--- config.mk ---
export PLATFORM = sky130hd
export DESIGN_NAME = diff_freq_serial_in
export DESIGN_NICKNAME = d
export VERILOG_FILES = /design/src/rtl/diff_freq_serial_in.sv
export SDC_FILE = /design/constraint.sdc
export NUM_CORES = 1
export LEC_CHECK = 0
export CAP_MARGIN = 20
export CORE_ASPECT_RATIO = 0.6
export CORE_UTILIZATION = 60
export DETAILED_ROUTE_END_ITERATION = 16
export GPL_TIMING_DRIVEN = 0
export PLACE_DENSITY = 0.79
export SLEW_MARGIN = 20
export SYNTH_ARGS = -nofsm -noshare
export SYNTH_HDL_FRONTEND = slang
export SYNTH_SLANG_ARGS = --single-unit
--- constraint.sdc ---
create_clock -name clk_i -period 7.7 [get_ports clk_i]
set_input_delay 1.54 -clock clk_i [delete_from_list [all_inputs] [get_ports clk_i]]
set_output_delay 1.54 -clock clk_i [all_outputs]
set_load 0.005 [all_outputs]
--- src/rtl/diff_freq_serial_in.sv ---
// diff_freq_serial_in
//   Receiver for a pulse-width coded serial line. A short high pulse
//   (shorter than THRESH clocks) is a 1, and a long one is a 0. Bits are
//   packed LSB-first into DATA_BIT-wide words. Each word goes to a UART
//   transmitter through its tx_start/tx_done handshake. A one-word holding
//   register absorbs a word that arrives while the transmitter is busy.
//
// Ports
//   clk_i          system clock
//   rst_ni         asynchronous active-low reset
//   serial_i       asynchronous serial line (synchronised internally)
//   tx_done_tick_i UART finished the current byte (1-cycle pulse)
//   data_o         byte for the UART (held between launches)
//   tx_start_o     1-cycle pulse launching a UART transmission
//   frame_err_o    1-cycle pulse: glitch, stuck-high line or partial frame
//   overrun_o      1-cycle pulse: word dropped because the holding register was full
//
// Optional build macro DIFF_FREQ_SERIAL_IN_STATS_EN adds:
//   byte_cnt_o     wrapping count of tx_start_o pulses
//   err_cnt_o      saturating count of cycles with frame_err_o or overrun_o

module diff_freq_serial_in #(
    parameter int unsigned DATA_BIT     = 8,
    parameter int unsigned SLOW_PERIOD  = 40,
    parameter int unsigned FAST_PERIOD  = 10,
    parameter int unsigned MIN_WIDTH    = 2,
    parameter int unsigned IDLE_TIMEOUT = 80,
    parameter int unsigned CNT_WIDTH    = 16
) (
    input  logic                clk_i,
    input  logic                rst_ni,
    input  logic                serial_i,
    input  logic                tx_done_tick_i,
    output logic [DATA_BIT-1:0] data_o,
    output logic                tx_start_o,
    output logic                frame_err_o,
    output logic                overrun_o
`ifdef DIFF_FREQ_SERIAL_IN_STATS_EN
    ,
    output logic [15:0]         byte_cnt_o,
    output logic [15:0]         err_cnt_o
`endif
);

    // Midpoint between the two high-pulse widths (half of each full period).
    localparam int unsigned THRESH = (SLOW_PERIOD + FAST_PERIOD) / 4;
    localparam int unsigned IDX_W  = (DATA_BIT > 1) ? $clog2(DATA_BIT) : 1;

    localparam logic [CNT_WIDTH-1:0] SLOW_CNT   = CNT_WIDTH'(SLOW_PERIOD);
    localparam logic [CNT_WIDTH-1:0] THRESH_CNT = CNT_WIDTH'(THRESH);
    localparam logic [CNT_WIDTH-1:0] MIN_CNT    = CNT_WIDTH'(MIN_WIDTH);
    localparam logic [CNT_WIDTH-1:0] IDLE_CNT   = CNT_WIDTH'(IDLE_TIMEOUT);
    localparam logic [CNT_WIDTH-1:0] ONE_CNT    = CNT_WIDTH'(1);
    localparam logic [IDX_W-1:0]     LAST_IDX   = IDX_W'(DATA_BIT - 1);

    typedef enum logic [1:0] {
        StIdle,
        StHigh,
        StLow,
        StWaitLow
    } state_e;

    // ------------------------------------------------------------------
    // Input synchroniser and edge detect
    // ------------------------------------------------------------------
    logic sync1_q, sync2_q, s_prev_q;
    logic s, rise;

    always_ff @(posedge clk_i or negedge rst_ni) begin
        if (!rst_ni) begin
            sync1_q  <= 1'b0;
            sync2_q  <= 1'b0;
            s_prev_q <= 1'b0;
        end else begin
            sync1_q  <= serial_i;
            sync2_q  <= sync1_q;
            s_prev_q <= sync2_q;
        end
    end

    assign s    = sync2_q;
    assign rise = s & ~s_prev_q;

    // ------------------------------------------------------------------
    // Symbol decoder FSM
    // ------------------------------------------------------------------
    state_e               state_q, state_d;
    logic [CNT_WIDTH-1:0] cnt_q, cnt_d, cnt_inc;
    logic [IDX_W-1:0]     bit_idx_q, bit_idx_d;
    logic [DATA_BIT-1:0]  shift_q, shift_d;
    logic                 fsm_err;
    logic                 word_done;

    assign cnt_inc = cnt_q + ONE_CNT;

    always_comb begin
        state_d   = state_q;
        cnt_d     = cnt_q;
        bit_idx_d = bit_idx_q;
        shift_d   = shift_q;
        fsm_err   = 1'b0;
        word_done = 1'b0;

        unique case (state_q)
            StIdle: begin
                if (rise) begin
                    state_d = StHigh;
                    cnt_d   = ONE_CNT;
                end
            end

            StHigh: begin
                if (s) begin
                    cnt_d = cnt_inc;
                    if (cnt_inc == SLOW_CNT) begin
                        // Stuck high: drop the partial word, wait for the line to release.
                        fsm_err   = 1'b1;
                        bit_idx_d = '0;
                        state_d   = StWaitLow;
                    end
                end else if (cnt_q < MIN_CNT) begin
                    fsm_err   = 1'b1;
                    bit_idx_d = '0;
                    state_d   = StIdle;
                end else begin
                    shift_d[bit_idx_q] = (cnt_q < THRESH_CNT);
                    if (bit_idx_q == LAST_IDX) begin
                        bit_idx_d = '0;
                        word_done = 1'b1;
                    end else begin
                        bit_idx_d = bit_idx_q + 1'b1;
                    end
                    state_d = StLow;
                    cnt_d   = ONE_CNT;
                end
            end

            StLow: begin
                if (rise) begin
                    state_d = StHigh;
                    cnt_d   = ONE_CNT;
                end else begin
                    cnt_d = cnt_inc;
                    if (cnt_inc == IDLE_CNT) begin
                        state_d   = StIdle;
                        fsm_err   = (bit_idx_q != '0);
                        bit_idx_d = '0;
                    end
                end
            end

            StWaitLow: begin
                if (!s) begin
                    state_d = StIdle;
                end
            end

            default: state_d = StIdle;
        endcase
    end

    always_ff @(posedge clk_i or negedge rst_ni) begin
        if (!rst_ni) begin
            state_q   <= StIdle;
            cnt_q     <= '0;
            bit_idx_q <= '0;
            shift_q   <= '0;
        end else begin
            state_q   <= state_d;
            cnt_q     <= cnt_d;
            bit_idx_q <= bit_idx_d;
            shift_q   <= shift_d;
        end
    end

    // ------------------------------------------------------------------
    // UART hand-off with one-word holding register
    // ------------------------------------------------------------------
    logic [DATA_BIT-1:0] data_q, data_d;
    logic [DATA_BIT-1:0] hold_q, hold_d;
    logic                hold_full_q, hold_full_d;
    logic                tx_busy_q, tx_busy_d;
    logic                tx_start_q, tx_start_d;
    logic                overrun_q, overrun_d;
    logic                frame_err_q;
    logic                tx_free;

    assign tx_free = ~tx_busy_q | tx_done_tick_i;

    always_comb begin
        data_d      = data_q;
        hold_d      = hold_q;
        hold_full_d = hold_full_q;
        tx_busy_d   = tx_busy_q;
        tx_start_d  = 1'b0;
        overrun_d   = 1'b0;

        if (tx_done_tick_i) begin
            tx_busy_d = 1'b0;
        end

        if (hold_full_q && tx_free) begin
            // Held byte goes first; a word completing now takes its place.
            data_d      = hold_q;
            tx_start_d  = 1'b1;
            tx_busy_d   = 1'b1;
            hold_full_d = 1'b0;
            if (word_done) begin
                hold_d      = shift_d;
                hold_full_d = 1'b1;
            end
        end else if (word_done) begin
            if (tx_free) begin
                data_d     = shift_d;
                tx_start_d = 1'b1;
                tx_busy_d  = 1'b1;
            end else if (!hold_full_q) begin
                hold_d      = shift_d;
                hold_full_d = 1'b1;
            end else begin
                overrun_d = 1'b1;
            end
        end
    end

    always_ff @(posedge clk_i or negedge rst_ni) begin
        if (!rst_ni) begin
            data_q      <= '0;
            hold_q      <= '0;
            hold_full_q <= 1'b0;
            tx_busy_q   <= 1'b0;
            tx_start_q  <= 1'b0;
            overrun_q   <= 1'b0;
            frame_err_q <= 1'b0;
        end else begin
            data_q      <= data_d;
            hold_q      <= hold_d;
            hold_full_q <= hold_full_d;
            tx_busy_q   <= tx_busy_d;
            tx_start_q  <= tx_start_d;
            overrun_q   <= overrun_d;
            frame_err_q <= fsm_err;
        end
    end

    assign data_o      = data_q;
    assign tx_start_o  = tx_start_q;
    assign frame_err_o = frame_err_q;
    assign overrun_o   = overrun_q;

`ifdef DIFF_FREQ_SERIAL_IN_STATS_EN
    logic [15:0] byte_cnt_q, err_cnt_q;

    always_ff @(posedge clk_i or negedge rst_ni) begin
        if (!rst_ni) begin
            byte_cnt_q <= '0;
            err_cnt_q  <= '0;
        end else begin
            if (tx_start_q) begin
                byte_cnt_q <= byte_cnt_q + 16'd1;
            end
            if ((frame_err_q || overrun_q) && (err_cnt_q != 16'hFFFF)) begin
                err_cnt_q <= err_cnt_q + 16'd1;
            end
        end
    end

    assign byte_cnt_o = byte_cnt_q;
    assign err_cnt_o  = err_cnt_q;
`endif

endmodule

**Word level (Yosys, flattened, before mapping)**

Cells that the tools add are included.

- Bits in writable memories: 0
- Bits in latches: 0
- Register bits: 53
- ROM bits: 0
- Memories: 0

- Add/subtract/negate cells: 2
- Multiply operators: 0
- Bitwise logic cells: 4
- Equality and inequality tests: 15
- Shifts and indexed selects: 0
- Magnitude comparators: 4
- Div/mod/pow operators: 0
- Multiplexer cells: 59
- Reductions and logical operators: 14

Operators with widths:

| kind | number |
|---|---|
| 2-to-1 mux 8 bit | 11 |
| 2-to-1 mux 16 bit | 4 |
| one-hot mux 16 bit (3 select lines) | 1 |
| 2-to-1 mux 1 bit | 25 |
| 2-to-1 mux 3 bit | 6 |
| adder 16 x 1 -> 16 bit, second input constant | 1 |
| == test 16 x 6 -> 1 bit, second input constant | 1 |
| == test 16 x 7 -> 1 bit, second input constant | 1 |
| less-than comparator 16 x 2 -> 1 bit, second input constant | 1 |
| less-than comparator 16 x 4 -> 1 bit, second input constant | 1 |
| 2-to-1 mux 2 bit | 7 |
| != test 3 bit, second input constant | 3 |
| bitwise mux 8 bit | 1 |
| != test 2 bit, second input constant | 4 |
| one-hot mux 2 bit (4 select lines) | 1 |
| AND reduction 4 bit | 2 |
| one-hot mux 3 bit (2 select lines) | 1 |
| AND reduction 3 bit | 2 |
| nonzero test 2 bit | 3 |
| nonzero test 3 bit | 2 |
| == test 2 bit, second input constant | 2 |
| less-than comparator 3 x 4 -> 1 bit, second input constant | 1 |
| != test 2 x 1 -> 1 bit, second input constant | 2 |
| AND reduction 2 bit | 2 |
| other kinds (11) | 13 |

**Longest topological paths before layout**

Gate-level depths: netlist of run 1.

- Depth after elaboration: 12
- Gate-level depth with buffers: 9
- Mapped depth without buffers: 8

**Worst setup path before layout of run 1**

Ideal clock, no wire load.

- Path kind: input to register
- Start: input port tx_done_tick_i
- End: register hold_q[0]
- Data arrival time: 2.543 ns
- Cell stages on the path: 5
- Path slack: 5.032 ns
- Required time: 7.575 ns
- Path through: nand2b_1 ha_1 nand2b_1 buf_2 mux2_2

- Longest elaborated chain between the ends: 4

Ends and longest elaborated chain:

| what | line | RTL |
|---|---|---|
| from (decl) | 33 | `input logic tx_done_tick_i,` |
| OR 1 bit (*) | 188 | `assign tx_free = ~tx_busy_q \| tx_done_tick_i;` |
| logical AND 1 bit | 202 | `if (hold_full_q && tx_free) begin` |
| != test 2 x 1 -> 1 bit (no line) | n/a |  |
| AND reduction 3 bit (no line) | n/a |  |
| to (signal assigned) | 237 | `hold_q <= hold_d;` |
| to (decl) | 180 | `logic [DATA_BIT-1:0] hold_q, hold_d;` |

Every way passes the cells marked *; elsewhere a longest branch is shown, timed or not.
A chain may end at the register's enable or synchronous reset.

**Worst setup path in the final report of run 1**

- Start: input port tx_done_tick_i
- End: register data_q[0], in the netlist data_o[0]

- Longest elaborated chain between the ends: 4

Ends and longest elaborated chain:

| what | line | RTL |
|---|---|---|
| OR 1 bit (*) | 188 |  |
| logical AND 1 bit | 202 |  |
| nonzero test 2 bit (no line) | n/a |  |
| AND reduction 2 bit (no line) | n/a |  |
| to (signal assigned) | 236 | `data_q <= data_d;` |
| to (decl) | 179 | `logic [DATA_BIT-1:0] data_q, data_d;` |

Marks and branches as above.

==> out/qor.yml, run 1 <==
outcome:
  status: "finished clean"
worst_hold_path:
  min_path_cells: 0
  hold_class: "register to register"
sta:
  tightest_slew_ns: 0.645
  post-route-period-util: 0.414
  slew_headroom: 0.570
  rsz0062_at_grt: "false"
  fin_hold_ws_ns: 0.362
  timing.fmax_mhz: 314
  hold_violations: 0
  fin_skew_ns: 0.0107
  period_minus_slack_ns: 3.19
  timing.setup.tns_ns: 0
  slew_violations: 0
  setup_viol: 0
floorplanning:
  ios: 15
  die_x_um: 94.5
  fp-row-count: 19
  start_util: 0.647
  dieArea_um2: 5430
  fp.dieH_um: 57.5
  core_um2: 4750
yosys:
  synth_cells: 317
  synth_edf_count: 0
  synth.area.top_cells: "dfrtp_1 43%, mux2_2 5.9%, ha_1 4.9%, nand2_1 4.5%, mux2i_1 3.6%"
  avgSynthCellArea_um2: 9.71
  ys_ff_latch: 53
  synth_fp_nets: 333
  synth_area_um2: 3080
  synth_ff_type: "dfrtp_1"
  yosysWarnings: 0
  async_reset_ff_frac: 1.00
  ys_types: 60
  netlist.area_leader.share: 0.431
  ys_seq_area_frac: 0.431
  synth_top_area_cell: "dfrtp_1"
clock_network:
  clock_path_buffers: 2
  clock_tree.root_cell: "clkbuf_8"
  numCtsBuffers: 5
  htree_levels: 2
  post_cts_resized: 0
  holdBufCountCts: 0
  clk_latency_ns: 0.32
  cts_setup_buffers: 0
  cts.sinks: 53
  clk_pin_slew_ns: 0.09
  cts_tree: "yes"
power:
  powerDensity_nw_per_um2: 217
  power_uw: 734
  power_leakage_uw: 0.00146
  ir_worst_vdd_v: 0.000193
global_routing:
  antenna_found_initial: 0
  grt_overflow_total: 0
  first_global_vias: 2164
  grt_max_degree: 54
  grt_pass1_wl_um: 11000
  track_usage: 0.271
final_layout:
  layout_common_cells: "53 x dfrtp_1, 37 x nand2_1, 22 x nor2_1, 16 x mux2_2, 14 x nand3_1"
  layout_commonest_cell: "dfrtp_1"
  syn_to_final_growth_pct: 9.88
  diodes: 0
  layout-drive-gt1-share: 0.136
  n_fill_cell: 376
  nets: 354
  finish.utilization: 0.711
setup_path:
  path_cells: "clkdlybuf4s50_1 > nand2b_1 > ha_1 > clkbuf_1 > clkbuf_1 > nand2_1 > o21ai_1"
  ff2ff_path_depth: 8
  timing.critical_path.mode_cell: "clkbuf_1"
  required_ns: 7.94
  worst_path_largest_cell_delay_ns: 0.46
  slowest_stage: "clkbuf_1"
  cp_data_arrival_time_ns: 3.43
  critical_path_class: "primary input to register"
  start_kind: "primary input"
  endpoint_kind: "register"
  ff2ff_setup_slack_ns: 4.85
  cp_max_fo: 10
routing:
  vias_per_cell: 6.25
  first_pass_iters: 7
  totalWireLength_um: 6690
  drcViolationCount: 0
  wl_per_cell_um: 16.7
  via_count: 2514
  ant_nets: 0
  drtIter0Drc: 265
placed_design:
  dp_hpwl_um: 4920
  finalWeightedCongestion: 0.861
  io_buffers: 14
job:
  drv_cap: 0
[final cells by class]
cell class | instances | area [um^2] | area share
buffer | 16 | 91.3 | 0.0270
clock buffer | 6 | 72.6 | 0.0215
clock inverter | 2 | 15.0 | 0.00444
inverter | 13 | 48.8 | 0.0144
multi-input combinational | 235 | 1610 | 0.477
sequential | 53 | 1330 | 0.392
tap | 63 | 78.8 | 0.0233
timing repair buffer | 14 | 138 | 0.0407
[synthesized netlist by cell type (all sizes together) (2+ instances only)]
| master | instances |
|---|---|
| a21boi | 2 |
| a21o | 2 |
| a21oi | 4 |
| a31oi | 10 |
| and2 | 4 |
| and3 | 2 |
| buf | 9 |
| clkbuf | 7 |
| dfrtp | 53 |
| ha | 12 |
| inv | 13 |
| mux2 | 19 |
| mux2i | 11 |
| nand2 | 37 |
| nand2b | 5 |
| nand3 | 16 |
| nand4 | 4 |
| nor2 | 23 |
| nor2b | 4 |
| nor3 | 13 |
| nor3b | 2 |
| nor4 | 6 |
| o211ai | 2 |
| o21a | 2 |
| o21ai | 23 |
| o31ai | 6 |
| or2 | 2 |
| xnor2 | 5 |
[worst paths after layout]
kind / from / to
setup / recovery: tx_done_tick_i / data_o[0]$_DFFE_PN0P_
hold / removal: sync1_q$_DFF_PN0_ / s$_DFF_PN0_
setup reg to reg: cnt_q[0]$_DFFE_PN0P_ / state_q[1]$_DFFE_PN0P_
hold reg to reg: sync1_q$_DFF_PN0_ / s$_DFF_PN0_
max in group asynchronous: rst_ni / cnt_q[7]$_DFFE_PN0P_
min in group asynchronous: rst_ni / cnt_q[6]$_DFFE_PN0P_
[power breakdown]
part | leakage (uW) | switching [uW] | internal, uW
sequential | 0.000723 | 22.6 | 299
combinational | 0.000704 | 159 | 96.1
clock | 0.0000374 | 93.3 | 64.2
total | 0.00146 | 275 | 459
[critical path, delay by kind of cell]
kind                     cells  cell delay, ns
AND/OR/NAND/NOR              2            0.29
adder cells (fa/ha/maj)      1            0.18
AO/OA/AOI/OAI                1            0.10
buffers and inverters        3            1.30
[state kept, by name, summed over array words and instances, names as in the netlist, 2 cells and up]
register   flops
bit_idx_q      3
cnt_q         16
data_o         8
hold_q         8
shift_q        8
state_q        2
[metrics by stage]
| step | instances | setup WS (ns) | instance area (um^2) |
|---|---|---|---|
| finish | 402 | 4.51 | 3380 |
| global route | 402 | 4.34 | 3380 |
| CTS | 402 | 4.51 | 3380 |
| detailed placement | 394 | 4.18 | 3290 |
| global placement | 394 | 3.50 | 3300 |
| floorplan | 317 | 5.03 | 3080 |
[routing by layer]
| layer | GRT usage | vias up | part of all wire |
|---|---|---|---|
| met3 | 0.0693 | 7 | 0.091 |
| met1 | 0.458 | 1217 | 0.53 |
| li1 | - | 1173 | - |
| met4 | 0.0801 | 0 | 0.010 |
| met2 | 0.324 | 117 | 0.37 |
| met5 | 0 | - | 0 |
[kinds of logic (layout without fill, tap and decap cells)]
family / count (synthesis) / in the layout / synth area share
AO/OA/AOI/OAI: 64 / 64 / 0.140
multiplexers: 30 / 30 / 0.105
AND/OR/NAND/NOR: 123 / 123 / 0.213
buffers and inverters: 29 / 51 / 0.0455
flip-flops: 53 / 53 / 0.431
adder cells (fa/ha/maj): 12 / 12 / 0.0488
XOR/XNOR: 6 / 6 / 0.0171
Note: power is estimated with default switching activity, not from simulation.
==> run 2, diff against run 1 <==
Clock period 7.7 ns to 3.3 ns, I/O delays scaled along.
==> results of run 2 <==
The final DEF is identical to that of run 1. Status: finished clean.
Among the figures that moved: setup slack after placement 4.18 ns -> 0.511 ns; setup slack after layout 4.51 ns -> 0.445 ns; hold slack 0.362 ns -> 0.352 ns; start point of the critical path tx_done_tick_i -> cnt_q[0]$_DFFE_PN0P_; end point of the critical path data_o[0]$_DFFE_PN0P_ -> state_q[1]$_DFFE_PN0P_; register-to-register setup slack 4.85 ns -> 0.45 ns; total power 734 uW -> 1710 uW; worst IR drop on VDD 0.000193 V -> 0.000450 V
==> run 3, diff against run 2 <==
Settings changed: CORE_ASPECT_RATIO 0.6 to unset, CORE_UTILIZATION 60 to 40, PLACE_DENSITY 0.79 to 0.57.
==> run 3 against run 2 <==
Compared with the run above: via count decreased by 5.8%; global-route usage shrank 10 points; combinational power shrank 3.7%; final cell count grew 9.0%; power is 0.59% higher; flip-flop and latch count unchanged; register-to-register slack better by 0.02 ns; clock-buffer cell count fell by 1; non-clock buffer count stayed put; maximum frequency grew 0.62%; die area grew 48%; core utilization shrank 24 points.
==> out/qor.yml, run 3 (synthesis results as in run 1) <==
outcome:
  status: "finished clean"
setup_path:
  worst-path-buf-inv: 1
  required_ns: 3.50
  ff2ff_setup_slack_ns: 0.46
  slowest_stage: "dfrtp_1"
  crit-reg2reg-launch: "cnt_q[0]$_DFFE_PN0P_"
  crit_cells: 8
  critical_path_class: "register to register"
  start_kind: "register"
  endpoint: "state_q[1]$_DFFE_PN0P_"
  ff2ff_path_depth: 8
  critical-path-top-delay-family: "simple AND/OR/NAND/NOR gates"
  path_cells: "ha_1 > buf_4 > nand3_4 > or4_1 > a311o_1 > nor3_2 > o211a_1 > mux2_1"
  cp_max_fo: 9
  crit_start: "cnt_q[0]$_DFFE_PN0P_"
  rr_endpoint: "state_q[1]$_DFFE_PN0P_"
  cp_data_arrival_time_ns: 3.04
  endpoint_kind: "register"
  worst_path_largest_cell_delay_ns: 0.53
routing:
  drcViolationCount: 0
  wl_per_cell_um: 14.5
  drtIter0Drc: 101
  ant_nets: 0
  totalWireLength_um: 6340
  vias_per_cell: 5.40
  via_count: 2367
  first_pass_iters: 4
worst_hold_path:
  hold_class: "primary input to asynchronous set/reset pin"
global_routing:
  grt_overflow_total: 0
  grt_max_degree: 54
  antenna_found_initial: 0
  track_usage: 0.167
  first_global_vias: 2360
  grt_pass1_wl_um: 11000
clock_network:
  post_cts_resized: 0
  cts_tree: "yes"
  htree_levels: 2
  clock_path_buffers: 2
  cts.sinks: 53
  clk_pin_slew_ns: 0.11
  cts_setup_buffers: 0
  clock_tree.root_cell: "clkbuf_8"
  clk_latency_ns: 0.32
  holdBufCountCts: 0
  numCtsBuffers: 5
placed_design:
  finalWeightedCongestion: 0.858
  dp_hpwl_um: 4580
  dp.cells: 430
  io_buffers: 14
power:
  power_leakage_uw: 0.00148
  power_uw: 1720
  ir_worst_vdd_v: 0.000262
  powerDensity_nw_per_um2: 501
final_layout:
  layout_common_cells: "53 x dfrtp_1, 37 x nand2_1, 22 x nor2_1, 16 x mux2_2, 14 x nand3_1"
  syn_to_final_growth_pct: 11.7
  layout-drive-gt1-share: 0.139
  top_register: "cnt_q"
  largest_reg_flops: 16
  nets: 354
  layout_commonest_cell: "dfrtp_1"
  fin_cells: 438
  diodes: 0
sta:
  post-route-period-util: 0.860
  hold_violations: 0
  tightest_slew_ns: 0.667
  slew_headroom: 0.556
  period_minus_slack_ns: 2.84
  timing.fmax_mhz: 352
  slew_violations: 0
  setup_viol: 0
  rsz0062_at_grt: "false"
  fin_skew_ns: 0.0126
floorplanning:
  ios: 15
  dieArea_um2: 8050
  die_x_um: 89.7
  start_util: 0.420
  fp-row-count: 31
  fp.dieH_um: 89.7
  core_um2: 7330
job:
  drv_cap: 0
-- run 3: cell types whose count changed in the layout (fill, tap and decap cells not counted) --
| cell | change |
|---|---|
| inv_8 | +1 |
| clkinvlp_4 | -2 |
| clkbuf_1 | -1 |
| clkinv_4 | +1 |
| inv_6 | +1 |
-- run 3: worst min-delay path by stage --
stage / from / to / slack (ns) / cells past startpoint
after floorplan: sync1_q$_DFF_PN0_ / s$_DFF_PN0_ / 0.33 / 0
after global placement: sync1_q$_DFF_PN0_ / s$_DFF_PN0_ / 0.33 / 0
after detailed placement: sync1_q$_DFF_PN0_ / s$_DFF_PN0_ / 0.35 / 0
after CTS: sync1_q$_DFF_PN0_ / s$_DFF_PN0_ / 0.37 / 0
after global routing: sync1_q$_DFF_PN0_ / s$_DFF_PN0_ / 0.39 / 0
final: rst_ni / cnt_q[12]$_DFFE_PN0P_ / 0.36 / 1
-- run 3: per-layer routing --
metal,vias up,GRT usage,share of wire
met1,1169,0.211,0.47
met2,25,0.293,0.50
met5,-,0,0
li1,1169,-,-
met4,0,0.0519,0.0076
met3,4,0.0262,0.022
-- run 3: stage by stage --
step | setup TNS [ns] | setup slack, ns | utilization | hold slack, ns | area (um^2)
after CTS | 0 | 0.469 | 0.469 | 0.371 | 3440
after detailed placement | 0 | 0.509 | 0.456 | 0.346 | 3340
after global placement | -4.01 | -0.0795 | 0.456 | 0.333 | 3340
after floorplan | 0 | 0.774 | - | 0.331 | 3080
after global routing | 0 | 0.305 | 0.469 | 0.392 | 3440
final | 0 | 0.463 | 0.469 | 0.357 | 3440
-- run 3: worst reg2reg max path, cell delays in order (launching register included) --
cell and delay, ns:
dfrtp_1 0.53, ha_1 0.20, buf_4 0.16, nand3_4 0.15
or4_1 0.49, a311o_1 0.37, nor3_2 0.27, o211a_1 0.22
mux2_1 0.33
-- run 3: final cells by class --
| type | instances | area, um^2 |
|---|---|---|
| multi-input cells | 235 | 1610 |
| plain buffers | 16 | 91.3 |
| clock inverters | 3 | 28.8 |
| inverters | 13 | 48.8 |
| repair buffers | 14 | 138 |
| well taps | 99 | 124 |
| flip-flops and latches | 53 | 1330 |
| fillers | 711 | 3890 |
| clock buffers | 5 | 68.8 |
-- run 3: power by group --
part	internal [uW]	total (uW)	switching, uW	leakage [uW]
Sequential	697	749	52.3	0.000723
Combinational	223	573	350	0.000704
Clock	159	401	241	0.0000506
